## config.mk

```make
export PLATFORM = sky130hd
export DESIGN_NAME = tx_frame_serializer
export DESIGN_NICKNAME = d
export VERILOG_FILES = /design/src/rtl/tx_frame_serializer.sv
export SDC_FILE = /design/constraint.sdc
export NUM_CORES = 1
export LEC_CHECK = 0
export ABC_AREA = 1
export CORE_MARGIN = 3
export CORE_UTILIZATION = 30
export DETAILED_ROUTE_END_ITERATION = 12
export GPL_ROUTABILITY_DRIVEN = 0
export PLACE_DENSITY = 0.55
export SYNTH_ARGS = -nofsm -noshare
export SYNTH_HDL_FRONTEND = slang
export SYNTH_SLANG_ARGS = --single-unit
```

## constraint.sdc

```tcl
create_clock -name clk -period 3.1 [get_ports clk]
set_clock_uncertainty 0.1 [all_clocks]
set_input_delay 0.62 -clock clk [delete_from_list [all_inputs] [get_ports clk]]
set_output_delay 0.62 -clock clk [all_outputs]
set_load 0.05 [all_outputs]
```

## src/rtl/tx_frame_serializer.sv

```systemverilog
// tx_frame_serializer: pops a programmed number of bytes from the transmit
// FIFO, shifts them MSB-first over a bit valid/ready handshake and optionally
// appends the complemented Gen2 CRC-16. All outputs come straight from flops.
module tx_frame_serializer #(
    parameter int RD_LAT = 2,   // cycles from fifo_read pulse to valid fifo_data (1..3)
    parameter int LEN_W  = 6    // width of frame_len
) (
    input  logic             clk,
    input  logic             reset_n,
    input  logic             en,
    input  logic             start,
    input  logic [LEN_W-1:0] frame_len,
    input  logic             crc_en,
    input  logic             fifo_empty,
    input  logic [7:0]       fifo_data,
    output logic             fifo_read,
    output logic             bit_out,
    output logic             bit_valid,
    input  logic             bit_ready,
    output logic             busy,
    output logic             done,
    output logic             underrun
);

    typedef enum logic [2:0] {
        S_IDLE,
        S_FETCH,
        S_WAIT,
        S_SHIFT,
        S_CRC,
        S_DONE
    } state_t;

    // WAIT spans RD_LAT cycles after the pop cycle; data is captured on the last.
    localparam logic [1:0] WAIT_LAST = 2'(RD_LAT - 1);

    state_t           state_q, state_d;
    logic [LEN_W-1:0] byte_cnt_q, byte_cnt_d;
    logic             crc_en_q, crc_en_d;
    logic [15:0]      crc_q, crc_d;
    logic [15:0]      shift_q, shift_d;
    logic [4:0]       bit_cnt_q, bit_cnt_d;
    logic [1:0]       wait_cnt_q, wait_cnt_d;
    logic             fifo_read_q, fifo_read_d;
    logic             bit_out_q, bit_out_d;
    logic             bit_valid_q, bit_valid_d;
    logic             busy_q, busy_d;
    logic             done_q, done_d;
    logic             underrun_q, underrun_d;

    logic             accept;
    logic             crc_fb;
    logic [15:0]      crc_next;

    assign fifo_read = fifo_read_q;
    assign bit_out   = bit_out_q;
    assign bit_valid = bit_valid_q;
    assign busy      = busy_q;
    assign done      = done_q;
    assign underrun  = underrun_q;

    // Handshake and the CRC value after absorbing the bit currently on the line.
    always_comb begin
        accept   = bit_valid_q && bit_ready;
        crc_fb   = crc_q[15] ^ shift_q[15];
        crc_next = {crc_q[14:0], 1'b0} ^ (crc_fb ? 16'h1021 : 16'h0000);
    end

    // Next-state and registered-output computation.
    always_comb begin
        state_d     = state_q;
        byte_cnt_d  = byte_cnt_q;
        crc_en_d    = crc_en_q;
        crc_d       = crc_q;
        shift_d     = shift_q;
        bit_cnt_d   = bit_cnt_q;
        wait_cnt_d  = wait_cnt_q;
        underrun_d  = underrun_q;
        busy_d      = busy_q;
        fifo_read_d = 1'b0;
        done_d      = 1'b0;
        bit_valid_d = 1'b0;
        bit_out_d   = 1'b0;

        case (state_q)
            S_IDLE: begin
                if (start && en) begin
                    byte_cnt_d = frame_len;
                    crc_en_d   = crc_en;
                    crc_d      = 16'hFFFF;
                    underrun_d = 1'b0;
                    busy_d     = 1'b1;
                    if (frame_len != '0) begin
                        // Pop is issued in the first FETCH cycle when data is there.
                        state_d     = S_FETCH;
                        fifo_read_d = !fifo_empty;
                    end else if (crc_en) begin
                        state_d   = S_CRC;
                        shift_d   = ~16'hFFFF;
                        bit_cnt_d = 5'd16;
                    end else begin
                        state_d = S_DONE;
                        done_d  = 1'b1;
                    end
                end
            end
            S_FETCH: begin
                if (fifo_read_q) begin
                    state_d    = S_WAIT;
                    wait_cnt_d = WAIT_LAST;
                end else if (fifo_empty) begin
                    // Stall without aborting; the flag stays up for the frame.
                    underrun_d = 1'b1;
                end else begin
                    fifo_read_d = 1'b1;
                end
            end
            S_WAIT: begin
                if (wait_cnt_q == 2'd0) begin
                    shift_d   = {fifo_data, 8'h00};
                    bit_cnt_d = 5'd8;
                    state_d   = S_SHIFT;
                end else begin
                    wait_cnt_d = wait_cnt_q - 2'd1;
                end
            end
            S_SHIFT: begin
                if (accept) begin
                    shift_d   = {shift_q[14:0], 1'b0};
                    bit_cnt_d = bit_cnt_q - 5'd1;
                    crc_d     = crc_next;
                    if (bit_cnt_q == 5'd1) begin
                        if (byte_cnt_q != '0) begin
                            byte_cnt_d = byte_cnt_q - LEN_W'(1);
                        end
                        if (byte_cnt_q > LEN_W'(1)) begin
                            state_d     = S_FETCH;
                            fifo_read_d = !fifo_empty;
                        end else if (crc_en_q) begin
                            state_d   = S_CRC;
                            shift_d   = ~crc_next;
                            bit_cnt_d = 5'd16;
                        end else begin
                            state_d = S_DONE;
                            done_d  = 1'b1;
                        end
                    end
                end
            end
            S_CRC: begin
                if (accept) begin
                    shift_d   = {shift_q[14:0], 1'b0};
                    bit_cnt_d = bit_cnt_q - 5'd1;
                    if (bit_cnt_q == 5'd1) begin
                        state_d = S_DONE;
                        done_d  = 1'b1;
                    end
                end
            end
            S_DONE: begin
                state_d = S_IDLE;
                busy_d  = 1'b0;
            end
            default: begin
                state_d = S_IDLE;
                busy_d  = 1'b0;
            end
        endcase

        // The line carries the top of the shift register in both bit states,
        // so an unaccepted bit naturally holds.
        if (state_d == S_SHIFT || state_d == S_CRC) begin
            bit_valid_d = 1'b1;
            bit_out_d   = shift_d[15];
        end

        // Disable wins over everything; underrun is kept for software to read.
        if (!en) begin
            state_d     = S_IDLE;
            busy_d      = 1'b0;
            done_d      = 1'b0;
            fifo_read_d = 1'b0;
            bit_valid_d = 1'b0;
            bit_out_d   = 1'b0;
        end
    end

    // State and output registers with synchronous active-low reset.
    always_ff @(posedge clk) begin
        if (!reset_n) begin
            state_q     <= S_IDLE;
            byte_cnt_q  <= '0;
            crc_en_q    <= 1'b0;
            crc_q       <= 16'hFFFF;
            shift_q     <= '0;
            bit_cnt_q   <= '0;
            wait_cnt_q  <= '0;
            fifo_read_q <= 1'b0;
            bit_out_q   <= 1'b0;
            bit_valid_q <= 1'b0;
            busy_q      <= 1'b0;
            done_q      <= 1'b0;
            underrun_q  <= 1'b0;
        end else begin
            state_q     <= state_d;
            byte_cnt_q  <= byte_cnt_d;
            crc_en_q    <= crc_en_d;
            crc_q       <= crc_d;
            shift_q     <= shift_d;
            bit_cnt_q   <= bit_cnt_d;
            wait_cnt_q  <= wait_cnt_d;
            fifo_read_q <= fifo_read_d;
            bit_out_q   <= bit_out_d;
            bit_valid_q <= bit_valid_d;
            busy_q      <= busy_d;
            done_q      <= done_d;
            underrun_q  <= underrun_d;
        end
    end

endmodule

```

# [After elaboration in Yosys (flattened, before gate mapping)]
# Cells that the tools add are included.
[totals] ff_bits=55 output_inout_bits=6 wordCells=132
[classes] add_sub_neg=3 magnitude_cmp=1 eq_ne=19 muxes=69 bitwise_logic=4 n_reduce_logical=22
[op_table] cell="$mux 16" count=11
[op_table] cell="$pmux 16 s4" count=1
[op_table] cell="$mux 5" count=9
[op_table] cell="$pmux 16 s2" count=1
[op_table] cell="$mux 3" count=9
[op_table] cell="$mux 6" count=4
[op_table] cell="$ne 2x2->1 const B" count=12
[op_table] cell="$mux 1" count=23
[op_table] cell="$pmux 5 s4" count=1
[op_table] cell="$not 16->16" count=1
[op_table] cell="$xor 16x13->16" count=1
[op_table] cell="$pmux 3 s5" count=1
[op_table] cell="$mux 13" count=1
[op_table] cell="$pmux 6 s2" count=1
[op_table] cell="$reduce_bool 6->1" count=2
[op_table] cell="$eq 3x2->1 const B" count=3
[op_table] cell="$reduce_and 3->1" count=3
[op_table] cell="$reduce_and 7->1" count=1
[op_table] cell="$eq 3x3->1 const B" count=2
[op_table] cell="$gt 6x1->1 const B" count=1
[op_table] cell="$pmux 1 s3" count=2
[op_table] cell="$reduce_and 2->1" count=3
[op_table] cell="$reduce_bool 2->1" count=3
[op_table] cell="$sub 6x1->6 const B" count=1
[op_table] cell="other kinds (18)" count=21

# [Depth between registers and ports, before layout]
[logic_depth] word_depth=9 mapped_depth=14 depth_no_buf=14

# [Worst setup path after synthesis]
# Ideal clock, no wire load.
[synth_path] path_type="flip-flop to flip-flop" from="register bit_valid_q, in the netlist bit_valid" to="register shift_q[5]" arrival_time_ps=1604 slack_ps=1279 stages_incl_launch_ff=9 n_path_buf=1 path_cell_list="dfxtp_1 nand2_1 nand2_1 nand3_2 nor2_4 buf_6 o21ai_1 a21oi_1 nor2_1"
[synth_via] elab_chain_len=3
[synth_rtl] element="from (decl)" line_no="46" text="logic bit_valid_q, bit_valid_d;"
[synth_rtl] element="from (signal assigned)" line_no="214" text="bit_valid_q <= bit_valid_d;"
[synth_rtl] element="$logic_and 1x1->1 *" line_no="64" text="accept = bit_valid_q && bit_ready;"
[synth_rtl] element="$ne 2x2->1 (no line)"
[synth_rtl] element="$reduce_and 7->1 (no line) *"
[synth_rtl] element="to (signal assigned)" line_no="209" text="shift_q <= shift_d;"
[synth_rtl] element="to (decl)" line_no="41" text="logic [15:0] shift_q, shift_d;"
# Every way passes the cells marked *; elsewhere a longest branch is shown, timed or not.
# A chain may end at the register's enable or synchronous reset.

# [Worst setup path after layout]
[layout_path] from="register state_q[1]" to="register shift_q[12]"
[layout_via] elab_chain_len=3
[layout_rtl] element="from (decl)" line_no="37" text="state_t state_q, state_d;"
[layout_rtl] element="from (signal assigned)" line_no="205" text="state_q <= state_d;"
[layout_rtl] element="$eq 3x3->1 (tied with other cells)" line_no="85" text="case (state_q)"
[layout_rtl] element="$reduce_bool 4->1 (no line) or $ne 2x2->1 (tied branches)"
[layout_rtl] element="$reduce_and 7->1 (no line)"
# Parallel ways exist; a longest one is shown, timed or not.

==> results.md <==
- Status: finished clean
- Die height: 104 um
- Peak supply drop: 0.000185 V
- Routed Wire Length: 7230 um
- Starting Density: 31.1%
- Top cell type by total area after synthesis: dfxtp_1
- Worst-Skew Late Latency: 0.30 ns
- Power Dens Cells: 427 mW/mm^2
- CP Capture Type: flop
- Critical Path AT: 2.40 ns
- Post-CTS Setup Repair Bufs: 0
- Final hold vios: 0
- DR WL met3: 277 um
- PnR worst setup slack: 0.801 ns
- Main combinational cell family by area after synthesis: simple AND/OR/NAND/NOR gates
- Syn Std Cell Area: 0.00288 mm^2
- Simple-gate share of the synthesized area: 24.0%
- P&R area growth vs syn: 16.1%
- Inserted Clock Buffers: 5
- Power Internal: 1060 uW
- Fin crit share: 74.2%
- Synth Area in XOR/XNOR: 1.82%
- Post-synthesis sequential area ratio: 38.2%
- WL/cell: 12.9 um
- Worst-path cell chain: inv_1 -> nor2_2 -> nand2_2 -> nand2_2 -> nand2_1 -> nand3_2 -> nor2_4 -> buf_4 -> nand2_1 -> nor2_1 -> nor2_1
- Clk slew on worst S/H paths: 0.10 ns
- Least-Margin Pin Slew: 0.708 ns
- Antenna cells: 0
- Compound-gate portion of the synthesized area: 23.7%
- Global-route usage over all layers: 13.5%
- Share of the synthesized area in the top cell type: 38.2%
- Root Driver: clkbuf_8
- Hold crit path type: reg2reg
- Leak Pwr: 0.00136 uW
- DR top layer: met4
- Fin Setup TNS: 0 ns
- Vias: 2683
- # DRC: 0
- Post-route ant nets: 0
- Horiz. Die Dim: 104 um
- Top_reg_cell synth: dfxtp_1
- Max-slew violations: 0
- Hold_ws: 0.391 ns
- Flop pwr share: 53.4%
- Clock Power Share: 32.6%
- Ports: 27
- Dpl hpwl: 5180 um
- Post-synth ARST share: 0%
- Vias per cell: 4.79
- Port-buffer cells: 26
- Vias in the first global route: 2454
- # hold bufs at CTS: 0
- Global route overflow: 0
- Sw frac: 26.0%
- Syn. warnings: 0
- Net switching power: 373 uW
- Share of cells above drive strength 1: 8.82%
- Max-cap violations: 0
- Max Freq: 0.435 GHz
- Initial antenna violation count: 0
- H-tree Lvls: 2
- Crit Path Category: reg2reg
- Fin nets: 458
- Syn avg cell area: 7.07 um^2
- DP Worst Slack: 0.562 ns
- # rows: 35
- First-pass GRT wire length: 12300 um
- Unique masters post-synth: 36
- Met1 WL: 3740 um
- Iteration-0 DRC Markers: 101
- Met2 wire len: 3080 um
- Relative slew margins: 52.7%
- CP max FO: 22
- Core region area: 0.00928 mm^2
- Combinational share of power: 13.9%
- Layout Cells excl Fill: 560
- Max Buffers Root-to-Sink: 2
- Clock sink count: 55
- EDFF count, synth: 0
- Initial DRT Pass Iterations: 5
- Top post-synthesis cells by area: dfxtp_1, o21ai_0, a21oi_1, nand2_1, nor2_1
- Seq cells post-synth: 55
- Pin count of the biggest net entering global routing: 23
- Max stage delay on crit path: 0.36 ns
- Min Tclk post-route: 2.30 ns
- TritonCTS clock tree: built
- Synth Area in Adders: 2.60%
- Critical Path RT: 3.20 ns
- Mux cell area share after synthesis: 0.347%
- RSZ-0062 raised after global routing: no
- PostCTS Resize Cnt: 0
- Cell count after synthesis: 408
- Crit-path slowest cell: nand2_2
- Dpl cells: 553
- DIE AREA: 0.0108 mm^2
- Synthesized Nets: 435
- Setup Viol. Count Final: 0
- Critical path launch point type: flop
registers in the layout, indices dropped and copies added (netlist names):
register and count:
bit_cnt_q 5, bit_out 1, bit_valid 1, busy 1
byte_cnt_q 6, crc_en_q 1, crc_q 16, done 1
fifo_read 1, shift_q 16, state_q 3, underrun 1
wait_cnt_q 2
layout make-up:
class / count / area [um^2]
clock inverters: 1 / 30.0
fillers: 1023 / 5940
clock buffers: 6 / 72.6
repair buffers: 33 / 313
multi-input cells: 294 / 1510
flip-flops and latches: 55 / 1100
inverters: 42 / 158
well taps: 129 / 161
power groups by stage:
stage | clock network (uW) | registers (uW) | logic, uW
floorplan | 0 | 780 | 128
global placement | 0 | 780 | 196
detailed placement | 0 | 781 | 198
CTS | 490 | 765 | 199
global route | 516 | 770 | 227
finish | 467 | 765 | 199
worst paths after layout:
check	start	to	slack, ns	cells after the start
worst min register to register	wait_cnt_q[1]	wait_cnt_q[1]	0.39	2
worst max register to register	state_q[1]	shift_q[12]	0.80	11
worst min-delay path	wait_cnt_q[1]	wait_cnt_q[1]	0.39	2
worst max-delay path	state_q[1]	shift_q[12]	0.80	11
critical path, delay by kind of cell (launching register included):
kind | cells | cell delay, ns
buffers and inverters | 2 | 0.40
AND/OR/NAND/NOR | 9 | 1.33
flip-flops | 1 | 0.35
logic make-up (layout without fill, tap and decap cells):
logic type | Yosys count | count (layout)
xor gates and xnor gates | 6 | 6
AOI/OAI and AO/OA | 127 | 127
adders and majority gates | 6 | 6
muxes | 1 | 1
and+or+nand+nor | 154 | 154
buffers and inverters | 59 | 82
DFF | 55 | 55
cell usage after synthesis, drive strengths merged, types with 2 or more instances:
library cell  number
xor2               2
nor4               2
nor3               3
xnor2              4
nand4              2
inv               42
clkbuf             8
buf                9
o22ai              2
dfxtp             55
nand2             69
nand3             19
a21oi             46
a32oi              7
a31oi              2
nor2              57
o21ai             65
ha                 6
placed cells by master, fill, tap and decap left out, types with 2 or more instances in the layout:
master,synthesis,routed
nand2_1,60,60
dfxtp_1,55,55
o21ai_0,53,53
nor2_1,51,51
a21oi_1,46,46
inv_1,36,36
clkdlybuf4s50_1,0,26
nand3_1,16,16
o21ai_1,12,12
nand2_2,8,8
a32oi_1,7,7
buf_4,2,7
inv_2,6,6
ha_1,6,6
nor2_2,5,5
clkbuf_8,0,5
xnor2_1,4,4
nor3_1,3,3
nand3_2,2,2
o22ai_1,2,2
nor4_1,2,2
nand4_1,2,2
a31oi_1,2,2
xor2_1,2,2
layer usage:
metal  GRT usage, %  up-vias
li1               -     1413
met1           20.2     1198
met4           4.56        0
met2           19.5       63
met5              0        -
met3           2.48        9
per-stage QoR:
step                      util (%)  power [uW]  instance area, um^2
after CTS                     36.1        1450                 3350
after global placement        35.0         976                 3250
after floorplan                  -         907                 2880
final                         36.1        1430                 3350
after detailed placement      35.0         978                 3250
after global routing          36.1        1510                 3350
Note: power is estimated with default switching activity, not from simulation.
